$ cat src/rtl/stepper_pkg.sv
// ============================================================================
// Module   : stepper_pkg
// Purpose  : Shared types, default timing constants and period clamp helper
//            for the stepper motion controller.
// Revision : 1.0 - initial release
// ============================================================================
`default_nettype none

package stepper_pkg;

    typedef enum logic [1:0] {
        AX_IDLE  = 2'd0,
        AX_SETUP = 2'd1,
        AX_RUN   = 2'd2,
        AX_JOG   = 2'd3
    } axis_state_e;

    localparam int DEF_PULSE_W    = 16;
    localparam int DEF_DIR_SETUP  = 8;
    localparam int DEF_JOG_PERIOD = 100000;

    // A period shorter than one full high+low pulse would merge STEP pulses.
    function automatic logic [63:0] clamp_period(input logic [63:0] period,
                                                 input logic [63:0] min_period);
        return (period < min_period) ? min_period : period;
    endfunction

endpackage

`default_nettype wire

$ cat src/rtl/stepper_axis.sv
// ============================================================================
// Module   : stepper_axis
// Purpose  : One stepper axis: command/jog FSM, STEP pulse timing, DIR
//            setup delay and signed position tracking.
// Revision : 1.0 - initial release
// ============================================================================
`default_nettype none

module stepper_axis
    import stepper_pkg::*;
#(
    parameter int STEP_W     = 24,
    parameter int CNT_W      = 32,
    parameter int POS_W      = 32,
    parameter int PULSE_W    = DEF_PULSE_W,
    parameter int DIR_SETUP  = DEF_DIR_SETUP,
    parameter int JOG_PERIOD = DEF_JOG_PERIOD
) (
    input  logic              clock,
    input  logic              reset,
    input  logic              accept,
    input  logic              cmd_dir,
    input  logic [STEP_W-1:0] cmd_steps,
    input  logic [CNT_W-1:0]  cmd_period,
    input  logic              abort,
    input  logic              jog_en,
    input  logic              jog_dir,
    output logic              idle,
    output logic              step_out,
    output logic              dir_out,
    output logic              busy,
    output logic              done,
    output logic [POS_W-1:0]  position
);

    localparam logic [CNT_W-1:0] C_MIN_PERIOD = CNT_W'(2 * PULSE_W);
    localparam logic [CNT_W-1:0] C_JOG_PERIOD =
        CNT_W'(clamp_period(64'(JOG_PERIOD), 64'(2 * PULSE_W)));
    localparam logic [CNT_W-1:0] C_SETUP_LOAD = CNT_W'(DIR_SETUP - 1);
    localparam logic [CNT_W-1:0] C_PULSE_LOAD = CNT_W'(PULSE_W - 1);

    axis_state_e       state_q, state_d;
    logic [CNT_W-1:0]  per_q, per_d;
    logic [CNT_W-1:0]  period_q, period_d;
    logic [CNT_W-1:0]  pulse_q, pulse_d;
    logic [STEP_W-1:0] rem_q, rem_d;
    logic [POS_W-1:0]  pos_q, pos_d;
    logic              step_q, step_d;
    logic              dir_q, dir_d;
    logic              done_q, done_d;
    logic              w_rise;
    logic [CNT_W-1:0]  w_period_eff;

    assign w_period_eff = CNT_W'(clamp_period(64'(cmd_period), 64'(C_MIN_PERIOD)));

    always_comb begin
        state_d  = state_q;
        per_d    = per_q;
        period_d = period_q;
        pulse_d  = pulse_q;
        rem_d    = rem_q;
        pos_d    = pos_q;
        step_d   = step_q;
        dir_d    = dir_q;
        done_d   = 1'b0;
        w_rise   = 1'b0;

        if (step_q) begin
            if (pulse_q == '0) begin
                step_d = 1'b0;
            end else begin
                pulse_d = pulse_q - CNT_W'(1);
            end
        end

        // per_q doubles as the DIR setup countdown and the inter-step countdown.
        case (state_q)
            AX_IDLE: begin
                if (accept) begin
                    if (cmd_steps == '0) begin
                        done_d = 1'b1;
                    end else begin
                        state_d  = AX_SETUP;
                        dir_d    = cmd_dir;
                        rem_d    = cmd_steps;
                        period_d = w_period_eff;
                        per_d    = C_SETUP_LOAD;
                    end
                end else if (jog_en && !abort) begin
                    state_d  = AX_JOG;
                    dir_d    = jog_dir;
                    period_d = C_JOG_PERIOD;
                    per_d    = C_SETUP_LOAD;
                end
            end
            AX_SETUP: begin
                if (per_q == '0) begin
                    state_d = AX_RUN;
                    w_rise  = 1'b1;
                end else begin
                    per_d = per_q - CNT_W'(1);
                end
            end
            AX_RUN: begin
                if (per_q == '0) begin
                    if (rem_q == '0) begin
                        done_d  = 1'b1;
                        state_d = AX_IDLE;
                    end else begin
                        w_rise = 1'b1;
                    end
                end else begin
                    per_d = per_q - CNT_W'(1);
                end
            end
            AX_JOG: begin
                // Leaving only while STEP is low keeps the last jog pulse whole.
                if (!jog_en && !step_q) begin
                    state_d = AX_IDLE;
                end else if (per_q == '0) begin
                    w_rise = 1'b1;
                end else begin
                    per_d = per_q - CNT_W'(1);
                end
            end
            default: state_d = AX_IDLE;
        endcase

        if (w_rise) begin
            step_d  = 1'b1;
            pulse_d = C_PULSE_LOAD;
            per_d   = period_q - CNT_W'(1);
            rem_d   = rem_q - STEP_W'(1);
            pos_d   = dir_q ? (pos_q + POS_W'(1)) : (pos_q - POS_W'(1));
        end

        if (abort && (state_q != AX_IDLE)) begin
            state_d = AX_IDLE;
            step_d  = 1'b0;
            done_d  = 1'b0;
        end
    end

    always_ff @(posedge clock or negedge reset) begin
        if (!reset) begin
            state_q  <= AX_IDLE;
            per_q    <= '0;
            period_q <= '0;
            pulse_q  <= '0;
            rem_q    <= '0;
            pos_q    <= '0;
            step_q   <= 1'b0;
            dir_q    <= 1'b0;
            done_q   <= 1'b0;
        end else begin
            state_q  <= state_d;
            per_q    <= per_d;
            period_q <= period_d;
            pulse_q  <= pulse_d;
            rem_q    <= rem_d;
            pos_q    <= pos_d;
            step_q   <= step_d;
            dir_q    <= dir_d;
            done_q   <= done_d;
        end
    end

    assign idle     = (state_q == AX_IDLE);
    assign busy     = (state_q != AX_IDLE);
    assign step_out = step_q;
    assign dir_out  = dir_q;
    assign done     = done_q;
    assign position = pos_q;

endmodule

`default_nettype wire

$ cat src/rtl/stepper_motion_ctrl.sv
// ============================================================================
// Module   : stepper_motion_ctrl
// Purpose  : Multi-axis stepper pulse generator; decodes the shared command
//            port into per-axis accept strobes and replicates stepper_axis.
// Revision : 1.0 - initial release
// ============================================================================
`default_nettype none

module stepper_motion_ctrl
    import stepper_pkg::*;
#(
    parameter  int N_AXES     = 2,
    parameter  int STEP_W     = 24,
    parameter  int CNT_W      = 32,
    parameter  int POS_W      = 32,
    parameter  int PULSE_W    = DEF_PULSE_W,
    parameter  int DIR_SETUP  = DEF_DIR_SETUP,
    parameter  int JOG_PERIOD = DEF_JOG_PERIOD,
    localparam int AXIS_W     = (N_AXES > 1) ? $clog2(N_AXES) : 1
) (
    input  logic                    clock,
    input  logic                    reset,
    input  logic                    cmd_valid,
    output logic                    cmd_ready,
    input  logic [AXIS_W-1:0]       cmd_axis,
    input  logic                    cmd_dir,
    input  logic [STEP_W-1:0]       cmd_steps,
    input  logic [CNT_W-1:0]        cmd_period,
    input  logic                    abort,
    input  logic [N_AXES-1:0]       jog_en,
    input  logic [N_AXES-1:0]       jog_dir,
    output logic [N_AXES-1:0]       step_out,
    output logic [N_AXES-1:0]       dir_out,
    output logic [N_AXES-1:0]       busy,
    output logic [N_AXES-1:0]       done,
    output logic [N_AXES*POS_W-1:0] position
);

    logic [N_AXES-1:0] axis_idle;

    // Axis codes beyond N_AXES match no entry and therefore never read ready.
    always_comb begin
        cmd_ready = 1'b0;
        for (int i = 0; i < N_AXES; i++) begin
            if (cmd_axis == AXIS_W'(i)) begin
                cmd_ready = axis_idle[i] && !abort;
            end
        end
    end

    for (genvar i = 0; i < N_AXES; i++) begin : g_axis
        logic w_accept;

        assign w_accept = cmd_valid && cmd_ready && (cmd_axis == AXIS_W'(i));

        stepper_axis #(
            .STEP_W     (STEP_W),
            .CNT_W      (CNT_W),
            .POS_W      (POS_W),
            .PULSE_W    (PULSE_W),
            .DIR_SETUP  (DIR_SETUP),
            .JOG_PERIOD (JOG_PERIOD)
        ) u_axis (
            .clock      (clock),
            .reset      (reset),
            .accept     (w_accept),
            .cmd_dir    (cmd_dir),
            .cmd_steps  (cmd_steps),
            .cmd_period (cmd_period),
            .abort      (abort),
            .jog_en     (jog_en[i]),
            .jog_dir    (jog_dir[i]),
            .idle       (axis_idle[i]),
            .step_out   (step_out[i]),
            .dir_out    (dir_out[i]),
            .busy       (busy[i]),
            .done       (done[i]),
            .position   (position[i*POS_W +: POS_W])
        );
    end

endmodule

`default_nettype wire

$ cat config.mk
export PLATFORM = sky130hd
export DESIGN_NAME = stepper_motion_ctrl
export DESIGN_NICKNAME = d
export VERILOG_FILES = /design/src/rtl/stepper_pkg.sv /design/src/rtl/stepper_axis.sv /design/src/rtl/stepper_motion_ctrl.sv
export SDC_FILE = /design/constraint.sdc
export NUM_CORES = 1
export LEC_CHECK = 0
export ABC_AREA = 1
export BUFFER_PORTS_ARGS = -buffer_cell sky130_fd_sc_hd__buf_2
export CORE_ASPECT_RATIO = 0.5
export CORE_MARGIN = 5
export CORE_UTILIZATION = 45
export DETAILED_ROUTE_END_ITERATION = 10
export PLACE_DENSITY = 0.66
export SLEW_MARGIN = 20
export SYNTH_ARGS = -nofsm -noshare
export SYNTH_HDL_FRONTEND = slang
export SYNTH_SLANG_ARGS = --single-unit
export TNS_END_PERCENT = 30
$ cat constraint.sdc
create_clock -name clock -period 3.25 [get_ports clock]
set_input_delay 0.4875 -clock clock [delete_from_list [all_inputs] [get_ports clock]]
set_output_delay 0.4875 -clock clock [all_outputs]
set_load 0.01 [all_outputs]
---- Yosys cells after proc, flatten, opt, wreduce, memory -nomap -nowiden ----
Index checks and enable logic that the tools add are counted.
storage, ports and cells
  word-level logic and storage cells ...... 195
  output and inout bits ................... 73
  input bits .............................. 66
  register bits ........................... 314
cells by class
  bitwise gates (word level) .............. 1
  reduce and logical (&&, ||, !) cells .... 47
  mux-type cells .......................... 86
  equal/unequal tests ..................... 30
  order comparisons ....................... 1
  $add $sub $neg .......................... 12
operators by type and width
  cell                                                                      number
  32-bit two-way mux                                                        25
  32-bit by 1-bit subtractor with 32-bit output (second input constant)     8
  32-bit one-hot mux with 3 select lines                                    2
  24-bit two-way mux                                                        7
  32-bit zero test                                                          4
  24-bit zero test                                                          3
  32-bit by 1-bit adder with 32-bit output (second input constant)          2
  24-bit by 1-bit subtractor with 24-bit output (second input constant)     2
  32-bit by 6-bit < comparator with 1-bit output (second input constant)    1
  1-bit two-way mux                                                         31
  2-bit two-way mux                                                         15
  3-bit by 1-bit inequality test with 1-bit output (second input constant)  8
  2-bit nonzero test                                                        10
  3-bit AND reduction                                                       6
  4-bit by 3-bit inequality test with 1-bit output (second input constant)  4
  4-bit inequality test (second input constant)                             4
  2-bit one-hot mux with 4 select lines                                     2
  6-bit AND reduction                                                       2
  1-bit logical AND                                                         11
  2-bit equality test (second input constant)                               4
  2-bit by 1-bit inequality test with 1-bit output (second input constant)  4
  3-bit by 2-bit inequality test with 1-bit output (second input constant)  2
  1-bit one-hot mux with 3 select lines                                     2
  1-bit zero test                                                           5
  other kinds (7)                                                           13

---- Longest topological paths before layout ----
Gate-level depths: netlist of run 1.
  depth in word-level cells ............... 8
  depth in mapped cells ................... 15
  depth with buffers taken out ............ 14

---- By module ----
A second synthesis of run 1 with hierarchy kept.
unflattened totals
  cells, all modules ...................... 3775
  area, all modules ....................... 24128.1 um^2
by module, submodules not included
  module                           cells an instance  area each (um^2)  seq. area each (um^2)  instances
  stepper_axis (g_axis[1].u_axis)  1927               12131.6           3928.8                 1
  stepper_axis (g_axis[0].u_axis)  1839               11955.2           3928.8                 1
  stepper_motion_ctrl              9                  41.3              0.0                    1

---- Worst setup path after synthesis of run 1 ----
Ideal clock, no wire load.
  path type ............................... flip-flop to flip-flop
  from .................................... register g_axis[0].u_axis.dir_q
  to ...................................... register g_axis[0].u_axis.pos_q[11]
  data arrival time ....................... 2.268 ns
  period minus slack after synthesis ...... 2.388 ns
  path slack .............................. 0.862 ns
  path buffers ............................ 0
  data required time ...................... 3.130 ns
  cell stages (with the launch flop) ...... 11
  library setup time ...................... 0.120 ns
  cells stage by stage .................... dfrtp_1 > inv_1 > ha_1 > or2_2 > nand3_1 > nand2_1 > nand2_1 > nand2_1 > xor2_1 > o21ai_0 > inv_1
on the way
  word-level cells in the longest chain between the ends .. 1
ends and longest elaborated chain
  element                   line                 source
  start: declaration        stepper_axis.sv:49   logic dir_q, dir_d;
  start signal: assignment  stepper_axis.sv:163  dir_q <= dir_d;
  32-bit two-way mux        stepper_axis.sv:134  pos_d = dir_q ? (pos_q + POS_W'(1)) : (pos_q - POS_W'(1));
  end signal: assignment    stepper_axis.sv:161  pos_q <= pos_d;
  end: declaration          stepper_axis.sv:47   logic [POS_W-1:0] pos_q, pos_d;
Every way passes these cells.
A chain may end at the register's enable or synchronous reset.

---- Worst setup path after layout of run 1 ----
  from .................................... register g_axis[0].u_axis.per_q[15]
  to ...................................... register g_axis[0].u_axis.per_q[19]
on the way
  word-level cells in the longest chain between the ends .. 6
  elaborated cells on any way between the ends .. 14
  classes of those cells .................. add/sub (1); eq/ne (3); mux (8); reduce/logical (2)
ends and longest elaborated chain
  element                                                                                line                 source
  start: declaration                                                                     stepper_axis.sv:43   logic [CNT_W-1:0] per_q, per_d;
  start signal: assignment                                                               stepper_axis.sv:157  per_q <= per_d;
  branches (longest 6 deep; another with 32-bit by 1-bit subtractor with 32-bit output)  n/a
Several ways; the timed one is not identified. The select of a mux whose other input is x is not followed.

==> results of run 1 <==
cells in the final DEF (no fill, tap or decap), types with 5 or more instances in the layout:
master,count
nand2_1,1377
nor2_1,637
inv_1,405
dfrtp_1,314
nand3_1,282
o21ai_0,161
buf_2,137
xor2_1,114
a21oi_1,79
ha_1,73
nand4_1,71
xnor2_1,65
nor3_1,54
nand3b_1,37
clkbuf_16,35
buf_4,30
o21bai_1,18
o21ai_1,11
inv_2,10
nor2_2,10
o22ai_1,9
or2_2,8
o211ai_1,8
nand3_2,7
a22oi_1,7
clkbuf_1,7
clkbuf_8,7
nand2_2,6
clkinv_2,5
buf_12,5
stage by stage:
stage / cells / utilization / worst slack [ps]
after global routing: 4736 / 0.5012 / 277.1
after global placement: 4677 / 0.4805 / 545.7
final: 4736 / 0.5012 / 493.5
after floorplan: 3885 / - / 862.5
after detailed placement: 4677 / 0.4805 / 547.0
after CTS: 4736 / 0.5012 / 492.6
state kept, by name (all words and copies together) (netlist names):
name / cells
g_axis.u_axis.pulse_q: 64
g_axis.u_axis.period_q: 64
g_axis.u_axis.dir_out: 2
g_axis.u_axis.done: 2
g_axis.u_axis.per_q: 64
g_axis.u_axis.state_q: 4
g_axis.u_axis.position: 64
g_axis.u_axis.step_out: 2
g_axis.u_axis.rem_q: 48
repair_timing:
item	CTS	global route
setup endpoints to repair	0	0
hold buffers	1	0
hold endpoints to repair	56	0
final timing paths:
check                           cells past startpoint                            to                          from
worst max-delay path                               11    g_axis[0].u_axis.per_q[19]    g_axis[0].u_axis.per_q[15]
worst min-delay path                                3     g_axis[0].u_axis.rem_q[5]                  cmd_steps[5]
worst max register to register                     11    g_axis[0].u_axis.per_q[19]    g_axis[0].u_axis.per_q[15]
worst min register to register                      2  g_axis[1].u_axis.period_q[0]  g_axis[1].u_axis.period_q[0]
max in group asynchronous                           3    g_axis[1].u_axis.per_q[29]                         reset
min in group asynchronous                           2  g_axis[0].u_axis.position[2]                         reset
per-layer routing:
metal	up-vias	track usage	part of all wire
met4	0	0.05250	0.021
met3	107	0.03629	0.058
li1	12480	-	-
met5	-	0	0
met1	11370	0.3442	0.47
met2	645	0.4063	0.45
report_power, final:
group          total (W)  switching [W]  leakage (nW)  internal, W
clock            0.00404        0.00174         0.539      0.00230
sequential       0.00688        0.00164          4.07      0.00524
combinational     0.0172         0.0115          10.1      0.00576
total             0.0281         0.0148          14.7       0.0133
worst min-delay path, stage by stage:
cell     delay, ps
buf_2          110
a21oi_1         60
o21ai_0         60
final cells by class:
class | instances | share of cell area
repair buffers | 174 | 0.03845
flip-flops and latches | 314 | 0.2916
clock inverters | 9 | 0.003855
inverters | 418 | 0.05838
clock buffers | 49 | 0.03706
multi-input cells | 3059 | 0.5375
well taps | 713 | 0.03311
cell families after synthesis:
| kind of cell | count (synthesis) | share of synthesized area |
|---|---|---|
| AOI/OAI and AO/OA | 305 | 0.06749 |
| xor gates and xnor gates | 179 | 0.06416 |
| adders and majority gates | 75 | 0.03902 |
| buffers and inverters | 512 | 0.08685 |
| DFF | 314 | 0.3216 |
| and+or+nand+nor | 2500 | 0.4209 |
==> results.cfg, run 1 <==
[timing]
maxSlewHeadroom = 0.5071
clock.fmax_mhz = 362.8
fin_hold_ws_ps = 200.5
setup_viol = 0
hold_viol_final = 0
worst_pin_slew_ps = 732.6
tns_ps = 0
fin_worst_skew_ps = 25.04
min_period_over_period = 0.8482
slew_violations = 0
rsz0062_at_grt = no
post-route-min-period_ps = 2757

[placed_design]
portBuffers = 138
gp_congestion = 0.9786
dp_hpwl_mm = 56.24
place_area_sq_mm = 0.02583

[power]
total_power_w = 0.02814
power_per_cell_area_mw_per_mm2 = 1044
ir_worst_vdd_uv = 480.4
leakage_nw = 14.72

[die]
num_rows = 60
fp.coreArea_sq_mm = 0.05375
die_width_um = 339.5
die-area_sq_mm = 0.05934
die_h_um = 174.8
ios = 139
initial_core_util = 0.4546

[cells_and_area]
n_fill_cell = 5565
ff_latch_area_sq_mm = 0.007858
final_nets = 4142
multi_input_area_sq_mm = 0.01448
n_antenna_cell = 0
area_growth_pct = 10.26
drive_gt1_frac = 0.06910
finalInstanceArea_sq_mm = 0.02694

[setup_path]
cp_data_arrival_time_ps = 3230
r2r_setup_slack_ps = 490
slowest_stage = inv_2
required_ps = 3720
cp_cell_sequence = nor2_1, nand2_1, nor2_1, nand2_1, nor2_1, nand3_4, inv_2, nand2_1, nand2_1, nand2_1, nand2_1
crit_path_end_kind = flop
critPathMaxStageDelay_ps = 590
crit_fanout = 25
worst-path-buf-inv = 1
critPathKind = reg2reg
startpoint_type = flop
crit_path_frequent_cell = nand2_1
cp_top_family = simple AND/OR/NAND/NOR gates

[logic_synthesis]
yosysMostFrequentCell = nand2_1
synth_edf_count = 0
synth_flop_cell = dfrtp_1
synth_top_cell_by_area = dfrtp_1
synth_area_leaders = dfrtp_1 (32%), nand2_1 (21%), nor2_1 (9.8%)
syn-cell-area_sq_mm = 0.02443
synthCells = 3885
synth.distinct_cells = 44
yosys_warnings = 0
synth_seq_cells = 314
yosysSeqAreaShare = 0.3216
async_flop_share = 1.000
syn_avg_cell_area_sq_um = 6.289
synth_common_cells = nand2_1 (1,377), nor2_1 (638), inv_1 (405)
syn_nets = 4026
synth_top_area_frac = 0.3216

[global_routing]
gr-total-overflow = 0
grt_max_degree = 72
grt_pass1_vias = 23250
grt_util_all_layers = 0.2457
grt_pass1_wl_mm = 121.6
antenna_found_initial = 0

[cts]
cts_buffers = 34
cts.clk_slew.worst_paths_ps = 70
clk_path_buf_depth = 3
cts_sinks = 314
cts_tree = yes
h-tree-depth = 2
clock_latency_ps = 550
ctsResizeCount = 0
cts_root_buf = clkbuf_16
postCtsSetupBuffers = 0

[route]
routed-via-count = 24600
via_per_inst = 5.194
drc = 0
drtIter0Drc = 1934
first_pass_iters = 5
drt.antenna.violating_nets = 0
wirelength_mm = 74.38
wire_per_inst_um = 15.70

[min_path]
min-delay-path-class = in2reg

[flow_run]
cap_violations = 0

[run_status]
run_status = complete, no violations
Note: power is estimated with default switching activity, not from simulation.
==> inputs of run 2 (changes only) <==
==> constraint.sdc (replaced) <==
create_clock -name clock -period 2.9 [get_ports clock]
set_input_delay 0.435 -clock clock [delete_from_list [all_inputs] [get_ports clock]]
set_output_delay 0.435 -clock clock [all_outputs]
set_load 0.01 [all_outputs]
==> run 2 against run 1 <==
Clock skew rose by 2.4 ps. Highest routed layer unchanged. Die area did not move. Via count rose by 1.1%. Sequential cell count did not move. Global-route usage barely moved. Largest cell class unchanged.
==> results.cfg, run 2 (synthesis gave the netlist of run 1 again) <==
[timing]
maxSlewHeadroom = 0.5056
worst_pin_slew_ps = 740.7
hold_viol_final = 0
min_period_over_period = 0.8758
fin_worst_skew_ps = 27.41
clock.fmax_mhz = 393.7
fin_ws_ps = 360.1
rsz0062_at_grt = no
slew_violations = 0
post-route-min-period_ps = 2540
tns_ps = 0
setup_viol = 0

[global_routing]
grt_pass1_vias = 23610
grt_pass1_wl_mm = 122.2
gr-total-overflow = 0
grt_max_degree = 58
antenna_found_initial = 0
grt_util_all_layers = 0.2459

[cells_and_area]
stdcell_count = 4754
final_nets = 4156
n_antenna_cell = 0
finalInstanceArea_sq_mm = 0.02716
drive_gt1_frac = 0.07275
final_common_cell = nand2_1
area_growth_pct = 11.16
final_cell_mix = nand2_1 (1,377), nor2_1 (638), inv_1 (405)

[power]
leakage_nw = 14.83
power_per_cell_area_mw_per_mm2 = 1175
ir_worst_vdd_uv = 443.6

[placed_design]
dp_hpwl_mm = 56.97
place_area_sq_mm = 0.02597
portBuffers = 138
gp_congestion = 0.9579
dp_slack_ps = 376.2
dpl.cell_count = 4689

[route]
via_per_inst = 5.233
drc = 0
drtIter0Drc = 1996
routed-via-count = 24880
first_pass_iters = 6
wirelength_mm = 74.39
drt.antenna.violating_nets = 0
wire_per_inst_um = 15.65

[setup_path]
startpoint_type = flop
crit_fanout = 12
crit_path_end_kind = flop
critPathKind = reg2reg
required_ps = 3390
cp_data_arrival_time_ps = 3030

[die]
initial_core_util = 0.4546
die_width_um = 339.5
ios = 139
fp.coreArea_sq_mm = 0.05375
num_rows = 60
die-area_sq_mm = 0.05934
die_h_um = 174.8

[cts]
cts.clk_slew.worst_paths_ps = 60
cts_sinks = 314
cts_tree = yes
cts_root_buf = clkbuf_16
holdBufCountCts = 1
h-tree-depth = 2
clock_latency_ps = 560
ctsResizeCount = 0
cts_buffers = 36
postCtsSetupBuffers = 0
clk_path_buf_depth = 3

[run_status]
run_status = complete, no violations

[min_path]
min-delay-path-class = in2reg

[flow_run]
cap_violations = 0
[run 2: stage by stage]
step                        util  hold slack, ps  power, W
after detailed placement  0.4831           394.2   0.02689
final                     0.5053           151.2   0.03192
after floorplan                -           139.4   0.02179
after global routing      0.5053           143.7   0.03513
after global placement    0.4831           395.2   0.02667
after CTS                 0.5053           134.5   0.03184
[run 2: area by class of cell]
type | count | area (sq um)
fillers | 5566 | 26590
inverters | 418 | 1573
well taps | 713 | 892.1
clock inverters | 14 | 160.2
repair buffers | 186 | 1176
flip-flops and latches | 314 | 7858
multi-input cells | 3059 | 14480
clock buffers | 50 | 1025
[run 2: power breakdown]
group | total (W) | internal [W] | switching [W]
Clock | 0.00475 | 0.00275 | 0.00201
Combinational | 0.0195 | 0.00654 | 0.0129
Sequential | 0.00771 | 0.00588 | 0.00184
Total | 0.0319 | 0.0152 | 0.0168
[run 2: worst max-delay path: stages, from the launching register on]
cell and delay, ps:
dfrtp_1 400, inv_1 100, ha_1 250, nand3_2 150
nor2_2 190, nand3_1 90, nand2_1 120, nand2_1 100
nand2_2 180, nand2_1 250, inv_1 440, nand2_1 100
nand2_1 90
[run 2: metal layers]
| metal | routed length [um] | vias to the layer above | GRT usage |
|---|---|---|---|
| li1 | - | 12500 | - |
| met1 | 35050 | 11530 | 0.3418 |
| met2 | 33050 | 717 | 0.4002 |
| met3 | 4091 | 134 | 0.03618 |
| met4 | 2193 | 0 | 0.07250 |
| met5 | 0 | - | 0 |
[run 2: final timing paths]
check	depth (start not counted)	end	slack, ps	startpoint
setup reg to reg	12	g_axis[1].u_axis.pulse_q[7]	360	g_axis[1].u_axis.rem_q[0]
min in group asynchronous	2	g_axis[0].u_axis.position[3]	400	reset
max in group asynchronous	3	g_axis[1].u_axis.position[29]	1630	reset
hold reg to reg	2	g_axis[1].u_axis.period_q[0]	490	g_axis[1].u_axis.period_q[0]
hold / removal	3	g_axis[0].u_axis.period_q[18]	150	cmd_period[18]
setup / recovery	12	g_axis[1].u_axis.pulse_q[7]	360	g_axis[1].u_axis.rem_q[0]
